--- config.mk ---
export PLATFORM = sky130hd
export DESIGN_NAME = internal_bus
export DESIGN_NICKNAME = d
export VERILOG_FILES = /design/src/rtl/internal_bus_pkg.sv /design/src/rtl/internal_bus_src_mux.sv /design/src/rtl/internal_bus.sv
export SDC_FILE = /design/constraint.sdc
export NUM_CORES = 1
export LEC_CHECK = 0
export CAP_MARGIN = 0
export CORE_MARGIN = 3
export CORE_UTILIZATION = 24
export CTS_CLUSTER_DIAMETER = 200
export DETAILED_ROUTE_END_ITERATION = 10
export SETUP_SLACK_MARGIN = 0.05
export SLEW_MARGIN = 40
export SYNTH_ARGS = -nofsm -noshare
export SYNTH_HDL_FRONTEND = slang
export SYNTH_SLANG_ARGS = --single-unit
--- constraint.sdc ---
create_clock -name phi2 -period 4.4 [get_ports phi2]
set_input_delay 0.88 -clock phi2 [delete_from_list [all_inputs] [get_ports phi2]]
set_output_delay 0.88 -clock phi2 [all_outputs]
set_load 0.02 [all_outputs]
--- src/rtl/internal_bus_pkg.sv ---
// ---------------------------------------------------------------------------
// internal_bus_pkg
// Shared definitions for the internal register-transfer bus:
//   - bus_state_t      : transfer FSM state encoding (IDLE / SAMPLE / COMMIT)
//   - DEFAULT_DATA_W   : default bus width in bits
//   - DEFAULT_N_PORTS  : default number of attached register ports
// ---------------------------------------------------------------------------
package internal_bus_pkg;

    localparam int DEFAULT_DATA_W  = 8;
    localparam int DEFAULT_N_PORTS = 10;

    typedef enum logic [1:0] {
        ST_IDLE   = 2'd0,
        ST_SAMPLE = 2'd1,
        ST_COMMIT = 2'd2
    } bus_state_t;

endpackage

--- src/rtl/internal_bus_src_mux.sv ---
// ---------------------------------------------------------------------------
// bus_src_mux
// Combinational source selection for the internal bus.
// Ports:
//   src_data  in  N_PORTS*DATA_W  packed port outputs, port k at [k*DATA_W +: DATA_W]
//   sel       in  SEL_W           source index
//   data_out  out DATA_W          selected port word; zero for any index that
//                                 is not a real port (the caller decides what
//                                 a NO_PORT source means)
// ---------------------------------------------------------------------------
module bus_src_mux
    import internal_bus_pkg::*;
#(
    parameter int  DATA_W  = DEFAULT_DATA_W,
    parameter int  N_PORTS = DEFAULT_N_PORTS,
    localparam int SEL_W   = $clog2(N_PORTS + 1)
) (
    input  logic [N_PORTS*DATA_W-1:0] src_data,
    input  logic [SEL_W-1:0]          sel,
    output logic [DATA_W-1:0]         data_out
);

    logic [DATA_W-1:0] port_word [N_PORTS];

    generate
        for (genvar gi = 0; gi < N_PORTS; gi++) begin : g_unpack
            assign port_word[gi] = src_data[gi*DATA_W +: DATA_W];
        end
    endgenerate

    // Compare-and-pick instead of a direct array index so that selects beyond
    // the last port never produce an out-of-range read.
    always_comb begin
        data_out = '0;
        for (int k = 0; k < N_PORTS; k++) begin
            if (sel == SEL_W'(k)) begin
                data_out = port_word[k];
            end
        end
    end

endmodule

--- src/rtl/internal_bus.sv ---
// ---------------------------------------------------------------------------
// internal_bus
// Three-phase register-to-register transfer bus. A request is accepted in
// IDLE, the selected source is latched onto the bus on the edge leaving
// SAMPLE, and the selected sink receives a one-cycle write strobe in COMMIT.
// Ports:
//   phi2        in   1               clock (rising edge)
//   reset       in   1               synchronous, active-high reset
//   xfer_valid  in   1               transfer request
//   xfer_ready  out  1               high in IDLE only
//   rd_sel      in   SEL_W           source port, N_PORTS = NO_PORT
//   wr_sel      in   SEL_W           sink port,   N_PORTS = NO_PORT
//   src_data    in   N_PORTS*DATA_W  packed port outputs
//   bus_data    out  DATA_W          registered bus latch
//   wr_strobe   out  N_PORTS         one-hot sink write enable (COMMIT only)
//   sel_err     out  1               one-cycle pulse after an illegal request
//   xfer_count  out  16              completed transfers, wraps at 0xFFFF
// Build option:
//   INTERNAL_BUS_PRECHARGE_EN  when defined, a NO_PORT source loads all ones
//                              (precharged bus); otherwise the bus holds.
// ---------------------------------------------------------------------------
module internal_bus
    import internal_bus_pkg::*;
#(
    parameter int  DATA_W  = DEFAULT_DATA_W,
    parameter int  N_PORTS = DEFAULT_N_PORTS,
    localparam int SEL_W   = $clog2(N_PORTS + 1)
) (
    input  logic                      phi2,
    input  logic                      reset,
    input  logic                      xfer_valid,
    output logic                      xfer_ready,
    input  logic [SEL_W-1:0]          rd_sel,
    input  logic [SEL_W-1:0]          wr_sel,
    input  logic [N_PORTS*DATA_W-1:0] src_data,
    output logic [DATA_W-1:0]         bus_data,
    output logic [N_PORTS-1:0]        wr_strobe,
    output logic                      sel_err,
    output logic [15:0]               xfer_count
);

    localparam logic [SEL_W-1:0] NO_PORT = SEL_W'(N_PORTS);

    bus_state_t          state_reg, state_next;
    logic [SEL_W-1:0]    rd_sel_reg, wr_sel_reg;
    logic [DATA_W-1:0]   bus_data_reg;
    logic [N_PORTS-1:0]  wr_strobe_reg;
    logic                sel_err_reg, sel_err_next;
    logic [15:0]         count_reg;
    logic                accept;
    logic [DATA_W-1:0]   mux_data;
    logic [N_PORTS-1:0]  strobe_decode;
    logic                sel_illegal;

    bus_src_mux #(
        .DATA_W  (DATA_W),
        .N_PORTS (N_PORTS)
    ) u_src_mux (
        .src_data (src_data),
        .sel      (rd_sel_reg),
        .data_out (mux_data)
    );

    // One-hot sink decode; NO_PORT matches no bit, so it yields all zeros.
    generate
        for (genvar gi = 0; gi < N_PORTS; gi++) begin : g_strobe
            assign strobe_decode[gi] = (wr_sel_reg == SEL_W'(gi));
        end
    endgenerate

    assign sel_illegal = (rd_sel > NO_PORT) || (wr_sel > NO_PORT);

    always_comb begin
        state_next   = state_reg;
        xfer_ready   = (state_reg == ST_IDLE);
        accept       = 1'b0;
        sel_err_next = 1'b0;
        case (state_reg)
            ST_IDLE: begin
                if (xfer_valid) begin
                    if (sel_illegal) begin
                        sel_err_next = 1'b1;
                    end else begin
                        accept     = 1'b1;
                        state_next = ST_SAMPLE;
                    end
                end
            end
            ST_SAMPLE: state_next = ST_COMMIT;
            ST_COMMIT: state_next = ST_IDLE;
            default:   state_next = ST_IDLE;
        endcase
    end

    always_ff @(posedge phi2) begin
        if (reset) begin
            state_reg     <= ST_IDLE;
            rd_sel_reg    <= NO_PORT;
            wr_sel_reg    <= NO_PORT;
            bus_data_reg  <= '0;
            wr_strobe_reg <= '0;
            sel_err_reg   <= 1'b0;
            count_reg     <= '0;
        end else begin
            state_reg   <= state_next;
            sel_err_reg <= sel_err_next;

            if (accept) begin
                rd_sel_reg <= rd_sel;
                wr_sel_reg <= wr_sel;
            end

            // The strobe register is loaded on the same edge that enters
            // COMMIT, so it is high for exactly the COMMIT cycle.
            if (state_reg == ST_SAMPLE) begin
                wr_strobe_reg <= strobe_decode;
                if (rd_sel_reg == NO_PORT) begin
`ifdef INTERNAL_BUS_PRECHARGE_EN
                    bus_data_reg <= '1;
`else
                    bus_data_reg <= bus_data_reg;
`endif
                end else begin
                    bus_data_reg <= mux_data;
                end
            end else begin
                wr_strobe_reg <= '0;
            end

            if (state_reg == ST_COMMIT) begin
                count_reg <= count_reg + 16'd1;
            end
        end
    end

    assign bus_data   = bus_data_reg;
    assign wr_strobe  = wr_strobe_reg;
    assign sel_err    = sel_err_reg;
    assign xfer_count = count_reg;

endmodule
; After elaboration in Yosys (flattened, before gate mapping)
; Cells that the tools add are included.
; W data, S select, Z words.
[op_classes]
n_addsub = 1
magnitude_cmp = 2
eq_ne = 23
mux = 17
bitwise = 4
n_reduce_logical = 8
[op_table]
columns = cell, count
row1 = $mux W8, 10
row2 = $eq A4 B3 Y1 const B, 8
row3 = $eq A4 B4 Y1 const B, 5
row4 = $add A16 B1 Y16 const B, 1
row5 = $eq A4 B2 Y1 const B, 4
row6 = $eq A4 B1 Y1 const B, 2
row7 = $gt A4 B4 Y1 const B, 2
row8 = $logic_not A4 Y1, 2
row9 = $mux W1, 4
row10 = $mux W2, 2
row11 = $ne A2 B2 Y1 const B, 2
row12 = $not A1 Y1, 4
row13 = $pmux W2 S2, 1
row14 = $reduce_and A2 Y1, 2
row15 = $reduce_or A3 Y1, 1
row16 = $eq A2 B1 Y1 const B, 1
row17 = $eq A2 B2 Y1 const B, 1
row18 = $logic_not A2 Y1, 1
row19 = $reduce_or A2 Y1, 1
row20 = $logic_or A1 B1 Y1, 1
[word_totals]
regBits = 45
input_bits = 91
output_inout_bits = 36
word_cells = 62

; Longest topological paths before layout
[logic_depth]
ltp_word = 11
ltp_mapped = 8
mapped_depth_nobuf = 5

; Modules after synthesis
; From an unflattened synthesis, not the netlist that was laid out.
[unflattened]
cells_unflattened = 254
area_unflattened_um2 = 2508.7
[by_module_without_submodules]
columns = mod, n_inst, cells_each, area_per_inst_um2, seq_area_each_um2
row1 = internal_bus, 1, 182, 1769.2, 900.9
row2 = bus_src_mux, 1, 72, 739.5, 0.0

; Worst setup path after synthesis
; OpenSTA, ideal clock, no wires.
[synth_timing]
path_type = in2reg
start = in wr_sel[1]
end = reg rd_sel_reg[3]
setup_time_ns = 0.120
arrival_ns = 1.865
required_ns = 4.280
path_slack_ns = 2.415
stages = 6
path_buffers = 1
path_cell_list = a21o_1 -> a22oi_1 -> and2b_1 -> buf_6 -> nor2b_1 -> a211o_1
[synth_between]
elab_chain_cells = 5
[synth_lines]
columns = element, line_no
row1 = "start, declared", internal_bus.sv:34  ; input logic [SEL_W-1:0] wr_sel,
row2 = $gt A4 B4 Y1, internal_bus.sv:71  ; assign sel_illegal = (rd_sel > NO_PORT) || (wr_sel > NO_PORT);
row3 = $logic_or A1 B1 Y1, internal_bus.sv:71
row4 = $mux W1, internal_bus.sv:81  ; if (sel_illegal) begin
row5 = $mux W1, internal_bus.sv:80  ; if (xfer_valid) begin
row6 = $mux W1, internal_bus.sv:78  ; case (state_reg)
row7 = "end signal, assigned", internal_bus.sv:109  ; rd_sel_reg <= rd_sel;
row8 = "end, declared", internal_bus.sv:45  ; logic [SEL_W-1:0] rd_sel_reg, wr_sel_reg;
; No other way between the ends.
; A chain may end at the register's enable or synchronous reset.

; Worst setup path in the final report
[layout_timing]
start = in wr_sel[1]
end = reg wr_sel_reg[3]
[layout_between]
elab_chain_cells = 5
[layout_lines]
columns = element, line_no
row1 = $gt A4 B4 Y1, internal_bus.sv:71
row2 = $logic_or A1 B1 Y1, internal_bus.sv:71
row3 = $mux W1, internal_bus.sv:81
row4 = $mux W1, internal_bus.sv:80
row5 = $mux W1, internal_bus.sv:78
row6 = "end signal, assigned", internal_bus.sv:110  ; wr_sel_reg <= wr_sel;
row7 = "end, declared", internal_bus.sv:45
; No other way between the ends.

==> summary.txt <==
Outcome
  • Outcome: finished clean

STA
  • Fin. Hold Viols: 0
  • Setup Skew: roughly 3.2 ps
  • Final WS setup: about 2000 ps
  • Hold Slack: slightly below 500 ps
  • Max frequency: 0.424 GHz
  • Pins Over Slew Limit: 0
  • Worst Max-Slew Pin Slew: 768 ps
  • Slew margin rel.: around 49%
  • Final worst path period need: around 2400 ps
  • Period Utilization, post-route: between 50% and 60%
  • Unrepaired setup endpoints after global routing: no
  • Setup TNS: 0 ps
  • # setup viols final: 0

Floorplan
  • Core Region: 9910 sq um
  • Num ports: between 100 and 150
  • Full die area: between 10000 and 15000 sq um
  • Die height: 108 um
  • Rows: 36
  • Initial Util: between 20% and 30%
  • Die X: around 110 um

Route
  • DR DRC count: 0
  • TritonRoute pass-1 iters: 4
  • Post-detailed-route count of antenna-violating nets: 0
  • Total Routed Length: between 7000 and 8000 um
  • Vias/cell: ~4.7
  • Wire per inst: about 15 um
  • DRT iter0 DRCs: 65
  • Routed via count: 2471

Worst setup path
  • CP peak stage delay: ~460 ps
  • Worst EP required: about 4600 ps
  • Worst-path fanout max: 13
  • Crit Path Class: in2reg
  • Worst path slowest cell: and2b_1
  • CP Cell Sequence: clkdlybuf4s50_1 -> a21o_1 -> a22oi_1 -> and2b_1 -> nor2b_1 -> a211o_1
  • Crit. End Element: flip-flop
  • Type of origin of the critical path: input pin
  • Critical Path AT: roughly 2600 ps

CTS
  • Post-CTS Setup Bufs: 0
  • H-tree depth: 2
  • Hold buffer count at CTS: 0
  • Clock root buffer: clkbuf_8
  • Worst-Skew Late Latency: 300 ps
  • Clock buffer depth: 2
  • Cts bufs inserted: 5
  • Clk slew on worst S/H paths: 90 ps
  • Post-CTS resize count: 0
  • TritonCTS clock tree: done
  • Clock Sinks: 45

Global route
  • Total global routing overflow: 0
  • Met1 GRT Util: 16.7%
  • Initial antenna violation count: 0
  • Met3 usage: under 10%
  • Vias in the first global route: 2590
  • Total GRT Usage: between 10% and 20%
  • Largest net degree at the start of global routing: 32
  • Global-route wire length before repair: roughly 13000 um
  • Met2 usage in global routing: 23.7%
  • Gr busiest metal: met2

Synth
  • Mapped Cells: ~270
  • Seq/Total Area, Yosys: 36.3%
  • Primary FF master, synth: dfxtp_1
  • Mapped Avg Cell Area: ~9 sq um
  • Yosys warning total: 0
  • Mapped Nets: approximately 370
  • EDFF count, synth: 0
  • Unique masters post-synth: 47
  • Number of synthesized register bits: 45
  • Area of the mapped netlist: 2480 sq um
  • FFs w/ async S/R, synth: 0%

Pwr
  • Leakage power: 1.32 nW
  • Power Density: between 200 and 250 nW/um^2
  • Maximum VDD drop: roughly 0.11 mV
  • PnR Total Power: 0.880 mW

Hold path
  • Min-delay worst type: reg2reg

Finish
  • Share of layout cells above drive strength 1: 4.88%
  • Fin nets: 480
  • Number of flip-flops in the largest register: 16
  • Fillers: roughly 1.0k
  • Final core occ: 39.1%
  • Ant. Diodes: 0
  • Post-Layout Cell Count: 522
  • Commonest non-fill, non-tap cell in the layout: clkdlybuf4s50_1
  • Fin area: 3870 sq um
  • Most frequent cells in the layout: 126 x clkdlybuf4s50_1, 44 x nor2_1, 43 x dfxtp_1
  • Layout area overhead: 56.1%

Place
  • GPL Wtd Cong: approximately 0.74
  • Post-placement cell area: between 3000 and 4000 sq um
  • Worst slack, placed: about 1700 ps
  • Cells after DPL: 514
  • IO buf count: 126
  • Post-DP HPWL: ~6100 um

Job
  • Total of max-cap violations: 0
[report_power, final]
group | switching (mW) | internal, mW | leakage [nW]
Combinational | 0.0623 | 0.115 | 0.915
Sequential | 0.0163 | 0.415 | 0.364
Clock | 0.157 | 0.115 | 0.0447
Total | 0.235 | 0.645 | 1.32
[cell usage after synthesis (4+ instances only)]
| master | number | area share, % |
|---|---|---|
| a211o_1 | 6 | 2.1 |
| a21oi_1 | 13 | 2.6 |
| a22oi_1 | 15 | 4.5 |
| buf_2 | 7 | 1.4 |
| buf_6 | 6 | 2.7 |
| clkbuf_1 | 5 | 0.76 |
| dfxtp_1 | 45 | 36 |
| mux2i_1 | 13 | 5.2 |
| nand2_1 | 10 | 1.5 |
| nand2b_1 | 4 | 1.0 |
| nand3_1 | 7 | 1.4 |
| nand4_1 | 8 | 2.0 |
| nor2_1 | 44 | 6.7 |
| nor2b_1 | 8 | 2.0 |
| nor3_1 | 6 | 1.2 |
| o211ai_1 | 6 | 1.8 |
| o21a_1 | 6 | 1.8 |
| o21ai_0 | 7 | 1.4 |
| o21ai_1 | 6 | 1.2 |
| xor2_1 | 12 | 4.2 |
[worst max-delay path: cells and delay by family]
family / cells / cell delay, ps
AO/OA/AOI/OAI: 3 / 690
buffers and inverters: 1 / 420
AND/OR/NAND/NOR: 2 / 550
[cell type report]
cell class	instances	area, sq um	share of cell area (%)
Tap cell	133	166	4.30
Clock inverter	3	25.0	0.646
Sequential cell	45	903	23.3
Multi-Input combinational cell	206	1430	36.8
Inverter	2	7.51	0.194
Clock buffer	5	68.8	1.78
Timing Repair Buffer	128	1280	33.0
[worst paths after layout]
path,start,to,slack [ps],depth (start not counted)
setup / recovery,wr_sel[1],wr_sel_reg[3],2040,6
hold / removal,bus_data[7],bus_data[7],490,1
setup reg to reg,rd_sel_reg[0],bus_data[4],2490,6
hold reg to reg,bus_data[7],bus_data[7],490,1
[logic make-up after synthesis]
family	synth area share [%]
compound gates	18.7
xor+xnor	4.94
fa+ha+maj	0.504
buf+inv	6.25
flops	36.3
mux	12.1
simple gates	21.2
[metal layers]
metal | routed length (um) | up-vias
met5 | 0 | -
met4 | 123 | 0
met3 | 619 | 13
met2 | 3790 | 105
met1 | 3300 | 1133
li1 | - | 1220
Power figures use the tool's default switching activity.
